### src/rtl/usb_pkg.sv
// Shared constants and types for the USB full-speed endpoint buffer.
package usb_pkg;
  localparam int unsigned DEPTH  = 64;
  localparam int unsigned DATA_W = 8;
  localparam int unsigned ADDR_W = $clog2(DEPTH);
  localparam int unsigned CNT_W  = ADDR_W + 1;

  typedef enum logic [1:0] {
    SRC_NONE,
    SRC_USB,
    SRC_HOST
  } buf_src_e;
endpackage

### src/rtl/usb_buffer_mem.sv
// DEPTH x DATA_W register file: one synchronous write port, one asynchronous read port.
module usb_buffer_mem
  import usb_pkg::*;
(
  input  logic              clk,
  input  logic              we,
  input  logic [ADDR_W-1:0] waddr,
  input  logic [DATA_W-1:0] wdata,
  input  logic [ADDR_W-1:0] raddr,
  output logic [DATA_W-1:0] rdata
);

  logic [DATA_W-1:0] mem [DEPTH];

  always_ff @(posedge clk) begin
    if (we) mem[waddr] <= wdata;
  end

  assign rdata = mem[raddr];

endmodule

### src/rtl/usb_buffer_ctrl.sv
// Endpoint buffer controller: arbitrates USB vs host access to the shared buffer,
// owns pointers and occupancy, and flags dropped requests.
module usb_buffer_ctrl
  import usb_pkg::*;
(
  input  logic              clk,
  input  logic              n_rst,
  input  logic              flush,
  input  logic              rx_push,
  input  logic [DATA_W-1:0] rx_data,
  input  logic              host_push,
  input  logic [DATA_W-1:0] host_wdata,
  input  logic              tx_pop,
  input  logic              host_pop,
  output logic [DATA_W-1:0] tx_data,
  output logic [DATA_W-1:0] host_rdata,
  output logic              host_wait,
  output logic [CNT_W-1:0]  occupancy,
  output logic              empty,
  output logic              full,
  output logic              overflow,
  output logic              underflow
);

  logic [ADDR_W-1:0] wptr;
  logic [ADDR_W-1:0] rptr;
  buf_src_e          wr_src;
  buf_src_e          rd_src;
  logic              wr_ok;
  logic              rd_ok;
  logic              mem_we;
  logic [DATA_W-1:0] wr_data;
  logic [DATA_W-1:0] mem_rdata;

  assign empty = (occupancy == '0);
  assign full  = (occupancy == CNT_W'(DEPTH));

  // Losing host request is told to hold; meaningless while flushing or in reset.
  assign host_wait = n_rst & ~flush & ((host_push & rx_push) | (host_pop & tx_pop));

  // Fixed-priority arbitration: USB side always wins; a full buffer still takes a
  // write when a read frees a slot in the same cycle.
  always_comb begin
    wr_src  = SRC_NONE;
    rd_src  = SRC_NONE;
    wr_data = rx_data;
    if (rx_push) begin
      wr_src = SRC_USB;
    end else if (host_push) begin
      wr_src  = SRC_HOST;
      wr_data = host_wdata;
    end
    if (tx_pop)        rd_src = SRC_USB;
    else if (host_pop) rd_src = SRC_HOST;
    rd_ok  = (rd_src != SRC_NONE) && !empty;
    wr_ok  = (wr_src != SRC_NONE) && (!full || rd_ok);
    mem_we = wr_ok && !flush && n_rst;
  end

  usb_buffer_mem u_mem (
    .clk   (clk),
    .we    (mem_we),
    .waddr (wptr),
    .wdata (wr_data),
    .raddr (rptr),
    .rdata (mem_rdata)
  );

  always_ff @(posedge clk) begin
    if (!n_rst) begin
      wptr       <= '0;
      rptr       <= '0;
      occupancy  <= '0;
      tx_data    <= '0;
      host_rdata <= '0;
      overflow   <= 1'b0;
      underflow  <= 1'b0;
    end else if (flush) begin
      wptr      <= '0;
      rptr      <= '0;
      occupancy <= '0;
      overflow  <= 1'b0;
      underflow <= 1'b0;
    end else begin
      if (wr_ok) wptr <= wptr + ADDR_W'(1);
      if (rd_ok) begin
        rptr <= rptr + ADDR_W'(1);
        if (rd_src == SRC_USB) tx_data    <= mem_rdata;
        else                   host_rdata <= mem_rdata;
      end
      case ({wr_ok, rd_ok})
        2'b10:   occupancy <= occupancy + CNT_W'(1);
        2'b01:   occupancy <= occupancy - CNT_W'(1);
        default: occupancy <= occupancy;
      endcase
      overflow  <= (wr_src != SRC_NONE) && !wr_ok;
      underflow <= (rd_src != SRC_NONE) && !rd_ok;
    end
  end

endmodule

### config.mk
export PLATFORM = sky130hd
export DESIGN_NAME = usb_buffer_ctrl
export DESIGN_NICKNAME = d
export VERILOG_FILES = /design/src/rtl/usb_pkg.sv /design/src/rtl/usb_buffer_mem.sv /design/src/rtl/usb_buffer_ctrl.sv
export SDC_FILE = /design/constraint.sdc
export NUM_CORES = 1
export LEC_CHECK = 0
export BUFFER_PORTS_ARGS = -buffer_cell sky130_fd_sc_hd__buf_2
export CORE_UTILIZATION = 52
export DETAILED_ROUTE_END_ITERATION = 6
export PLACE_DENSITY_LB_ADDON = 0.1
export SKIP_LAST_GASP = 1
export SLEW_MARGIN = 10
export SYNTH_ARGS = -nofsm -noshare
export SYNTH_HDL_FRONTEND = slang
export SYNTH_SLANG_ARGS = --single-unit
### constraint.sdc
create_clock -name clk -period 5.54 [get_ports clk]
set_input_delay 1.385 -clock clk [delete_from_list [all_inputs] [get_ports clk]]
set_output_delay 1.385 -clock clk [all_outputs]
set_load 0.05 [all_outputs]
* After elaboration in Yosys (flattened, before gate mapping)
Memory sizes are Yosys's and may differ from the RTL's. A register that Yosys moved wholly into a read port is not among the register bits.
Cells that the tools add are included.
** Storage, ports and cells
- Bits in registers :: 37
- Bits in writable memories :: 512
- Bits of input ports :: 23
- Logic and storage cells :: 54
- Memories :: 1
** Operators by class
- Add/sub/neg operators :: 4
- Equal/unequal tests :: 4
- Muxes and demuxes :: 11
- Bitwise logic cells :: 8
- Reductions and logical operators :: 19
** Memories
- u_mem.mem :: depth 64, bits a word 8, rd ports 1, clocked after Yosys merged registers in 1, write ports 1, RTL line usb_buffer_mem.sv:13 : logic [DATA_W-1:0] mem [DEPTH];
** Operators with widths (number)
- $mux 8 :: 2
- $pmux 7 s2 :: 1
- $add 6x1->6 const B :: 2
- $mux 6 :: 2
- $mux 2 :: 4
- $add 7x1->7 const B :: 1
- $eq 7x7->1 const B :: 1
- $logic_not 7->1 :: 1
- $sub 7x1->7 const B :: 1
- $logic_and 1x1->1 :: 6
- $reduce_and 3->1 :: 2
- $reduce_bool 2->1 :: 3
- $logic_not 1->1 :: 5
- $and 1x1->1 :: 4
- $eq 2x1->1 const B :: 2
- $not 1->1 :: 3
- $eq 2x2->1 const B :: 1
- $mux 1 :: 2
- $reduce_or 2->1 :: 1
- $logic_or 1x1->1 :: 1
- $or 1x1->1 :: 1

* Logic depth before layout (Yosys ltp)
- Word-level depth :: 10
- Mapped depth :: 13

* Modules after synthesis
A second synthesis with hierarchy kept.
** Unflattened totals
- Cells, all modules :: 1135
- Area, all modules :: 21943.5 sq um
** By module, submodules not included
- usb_buffer_mem :: instances 1, cells an instance 932, area each 20006.7 sq um, sequential area each 15374.7 sq um
- usb_buffer_ctrl :: instances 1, cells an instance 203, area each 1936.9 sq um, sequential area each 740.7 sq um

* Worst setup path before layout
No wires, ideal clock.
- Path type :: input to output
- Start :: input port flush
- End :: output port host_wait
- Arrival time :: 2.562 ns
- Required time :: 4.155 ns
- Slack :: 1.593 ns
- Stages :: 4
- Cells stage by stage :: nand2b_1 clkbuf_1 buf_1 nor2_1
** Between the ends
- Longest elaborated chain between the ends :: 3
** RTL lines
- start: declaration :: RTL line usb_buffer_ctrl.sv:8 : input logic flush,
- $not 1->1 (no source line)
- $and 1x1->1 (2 in series) :: RTL line usb_buffer_ctrl.sv:39 : assign host_wait = n_rst & ~flush & ((host_push & rx_push) | (host_pop & tx_pop));
- end: declaration :: RTL line usb_buffer_ctrl.sv:17 : output logic host_wait,
No other way between the ends.

* Final worst setup path
Ends and elaborated chain as after synthesis.

==> impl_table.tex <==
\begin{tabular}{lr}
\hline
Metric & Value \\
\hline
\multicolumn{2}{l}{\textbf{Run status}} \\
\quad Run status & finished, final reports clean \\
\multicolumn{2}{l}{\textbf{Critical path}} \\
\quad Data arrival time of the critical path & 2.25 ns \\
\quad Start-to-end type of the worst setup path & in -> out \\
\quad Kind of launch point of the worst setup path & input pin \\
\quad CP Max Fanout & 27 \\
\quad Required time of the critical path & 4.16 ns \\
\quad Sort of element at the end of the critical path & output pin \\
\multicolumn{2}{l}{\textbf{Power}} \\
\quad Leakage dissipation & 0.00760 uW \\
\quad VDD IR max & 0.000253 V \\
\quad Pwr Total & 8730 uW \\
\quad Pwr dens & 356 nW/um\^{}2 \\
\multicolumn{2}{l}{\textbf{GRT}} \\
\quad Maximum number of pins on one net before global-route repair & 72 \\
\quad Vias in the first global route & 11500 \\
\quad GR Util All Layers & 24.8\% \\
\quad First-pass GRT wire length & 77000 um \\
\quad Global route overflow & 0 \\
\quad Initial antenna violation count & 0 \\
\multicolumn{2}{l}{\textbf{Layout}} \\
\quad Final-layout fill cell count & 3081 \\
\quad Total area of multi-input combinational cells & 5400 sq um \\
\quad Area of all sequential standard cells & 16200 sq um \\
\quad Growth of design area from synthesis to finish & 11.5\% \\
\quad Share of post-route cells with drive strength above 1 & 18.4\% \\
\quad Number of antenna cells inserted & 0 \\
\quad Final Net Count & 1313 \\
\quad Final Non-Filler Cells & 1857 \\
\multicolumn{2}{l}{\textbf{Logic synthesis}} \\
\quad Distinct cells, synth & 58 \\
\quad Count of yosys warnings during synthesis & 0 \\
\quad Count of flip-flops with a built-in enable after synthesis & 512 \\
\quad Async set or reset register ratio after synthesis & 0\% \\
\quad Synth Instances & 1210 \\
\quad Synth Register Bits & 555 \\
\quad Dominant register cell in the synthesized netlist & edfxtp\_1 \\
\quad Average cell area after synthesis & 18.2 sq um \\
\quad Mapped cell area & 22000 sq um \\
\quad Portion of the post-synthesis area used by sequential elements & 73.8\% \\
\quad Post-Synthesis Net Count & 1241 \\
\multicolumn{2}{l}{\textbf{Clock network}} \\
\quad Root buffer cell & clkbuf\_16 \\
\quad Clock tree from TritonCTS & done \\
\quad CTS H-Tree Depth & 2 \\
\quad Number of buffers inserted by hold repair at cts & 0 \\
\quad Number of buffers between clock root and the deepest sink & 3 \\
\quad Post-CTS setup buffer count & 0 \\
\quad Cts repair resizes & 0 \\
\quad Clock slew at reported path FFs & 0.06 ns \\
\quad Total number of clock tree sinks & 555 \\
\quad Clock latency on the worst-skew pair & 0.61 ns \\
\quad Number of buffers inserted during clock tree synthesis & 55 \\
\multicolumn{2}{l}{\textbf{Place}} \\
\quad Placement-stage worst setup slack & 1.60 ns \\
\quad Cell count after placement & 1757 \\
\quad Placer Congestion & 0.826 \\
\quad Estimated wirelength of the detail-placed design & 33300 um \\
\quad Port Buf Inserts & 50 \\
\multicolumn{2}{l}{\textbf{STA}} \\
\quad Final worst-path setup slack & 1.90 ns \\
\quad Count of final setup violators & 0 \\
\quad Unrepaired setup endpoints after global routing & false \\
\quad Tightest Pin Transition & 1.06 ns \\
\quad Final-layout setup total negative slack & 0 ns \\
\quad Fmax achieved & 275 MHz \\
\quad Maximum clock skew at final layout & 0.0175 ns \\
\quad Minimum clock period & 3.64 ns \\
\quad Number of pins with negative max-slew slack in the final report & 0 \\
\quad Final number of hold-violating endpoints & 0 \\
\quad Hold slack & 0.447 ns \\
\quad Worst max-slew margin expressed relative to the limit & 29.1\% \\
\quad Period utilization & 65.6\% \\
\multicolumn{2}{l}{\textbf{Flow run}} \\
\quad Max\_cap viols & 0 \\
\multicolumn{2}{l}{\textbf{Floorplanning}} \\
\quad Die Outline Area & 43100 sq um \\
\quad Chip Height & 208 um \\
\quad I/O pin count & 51 \\
\quad Overall die width & 208 um \\
\quad Row count & 74 \\
\quad Standard cell core area & 41300 sq um \\
\quad Initial core utilization & 53.3\% \\
\multicolumn{2}{l}{\textbf{Worst hold path}} \\
\quad Type of the most critical hold path & reg -> reg \\
\multicolumn{2}{l}{\textbf{Drt}} \\
\quad Post-detailed-routing wire length & 52300 um \\
\quad Via count normalized by instance count & 6.21 \\
\quad Via Count & 11500 \\
\quad Average wire per cell in the routed design & 28.2 um \\
\quad Remaining design rule violation count & 0 \\
\quad Antenna Violating Nets Remaining & 0 \\
\quad Number of search-and-repair iterations in the first detailed-routing pass & 5 \\
\quad Count of routing violations after the opening detailed-route iteration & 1116 \\
\hline
\end{tabular}
-- cell families (layout without fill, tap and decap cells) --
family,after synthesis,count (layout),synth area share [%]
buffers and inverters,65,180,1.64
adders and majority gates,8,8,0.489
DFF,555,555,73.8
and+or+nand+nor,236,236,5.14
muxes,202,202,14.3
AOI/OAI and AO/OA,131,131,4.12
xor gates and xnor gates,13,13,0.518
-- cells in the final DEF, fill, tap and decap left out, types with 4 or more instances in the layout --
| cell type | count |
|---|---|
| nand2_1 | 38 |
| edfxtp_1 | 512 |
| o21ai_0 | 14 |
| a31oi_1 | 7 |
| o22ai_1 | 10 |
| nand3_1 | 28 |
| a41oi_1 | 4 |
| a22oi_1 | 54 |
| mux4_1 | 11 |
| mux2_2 | 8 |
| nand3b_1 | 6 |
| nor2_1 | 99 |
| clkbuf_16 | 56 |
| clkbuf_1 | 5 |
| mux4_2 | 73 |
| xor2_1 | 7 |
| inv_1 | 6 |
| nor3b_1 | 5 |
| clkbuf_8 | 4 |
| clkinv_1 | 16 |
| mux2i_1 | 109 |
| and2_1 | 4 |
| bufinv_16 | 4 |
| and3_1 | 7 |
| nand4_1 | 9 |
| buf_2 | 50 |
| dfxtp_1 | 40 |
| a311oi_1 | 5 |
| a22o_1 | 4 |
| nor3_1 | 5 |
| ha_1 | 7 |
| buf_4 | 21 |
| a21oi_1 | 18 |
| nor2b_1 | 16 |
| xnor2_1 | 6 |
| clkinv_2 | 13 |
-- registers in the layout, indices dropped and copies added (netlist names), named ones only --
name and count:
underflow 1, u_mem.mem 512, overflow 1, wptr 6
occupancy 7, rptr 6, host_rdata 8, tx_data 8
-- per-layer routing --
metal / part of all wire (%) / vias to the layer above / routed length (um) / GRT usage [%]
met2: 45 / 491 / 23700 / 36.7
li1: - / 5039 / - / -
met3: 8.1 / 74 / 4210 / 4.81
met5: 0 / - / 0 / 0
met1: 44 / 5919 / 23200 / 37.2
met4: 2.5 / 0 / 1300 / 8.12
-- synthesized netlist by cell type, drive strengths merged (3+ instances only) --
cell    instances  area [sq um]
nand3          28           140
xor2            7          61.3
nor3            5          25.0
nor2          100           383
a41oi           4          35.0
nor3b           5          37.5
a21oi          18          90.1
inv             6          22.5
and2            4          25.0
a31oi           7          43.8
nand4           9          56.3
nand2b          3          18.8
nand3b          6          45.0
xnor2           6          52.6
a22oi          54           405
a22o            4          35.0
nand2          38           143
nor4            4          31.3
clkbuf         16          60.1
o22ai          10          62.6
o21ai          16          80.1
and3            7          43.8
mux2i         110          1110
mux4           84          1930
dfxtp          43           861
buf            41           270
nor2b          16           100
a311oi          5          43.8
o22a            3          26.3
mux2            8          90.1
ha              7          87.6
edfxtp        512         15400
-- stage by stage --
step | utilization, % | cell area [sq um]
finish | 59.4 | 24500
detailed placement | 55.1 | 22800
global placement | 55.1 | 22800
floorplan | - | 22000
global route | 59.4 | 24500
CTS | 59.4 | 24500
-- cell type report --
class	count	area share (%)
Inverter	8	0.122
Clock inverter	35	1.14
Sequential cell	555	66.3
Multi-Input combinational cell	590	22.0
Clock buffer	65	6.02
Tap cell	532	2.71
Timing Repair Buffer	72	1.74
-- critical path, stage by stage --
cell      delay [ns]
buf_2           0.12
nand2b_1        0.13
buf_4           0.22
nor2_1          0.13
buf_2           0.26
-- power by group --
group          switching [uW]  internal [uW]  leakage, uW
Combinational             306            149      0.00177
Sequential               29.3           4620      0.00495
Clock                    1550           2080     0.000874
-- worst paths after layout --
check	startpoint	end	slack (ns)	cells past startpoint
min reg2reg	host_rdata[2]	host_rdata[2]	0.45	2
max reg2reg	flip-flop	host_rdata[6]	2.09	7
max	flush	host_wait	1.90	5
min	host_rdata[2]	host_rdata[2]	0.45	2
No activity file was read; power rests on OpenSTA's default activity.
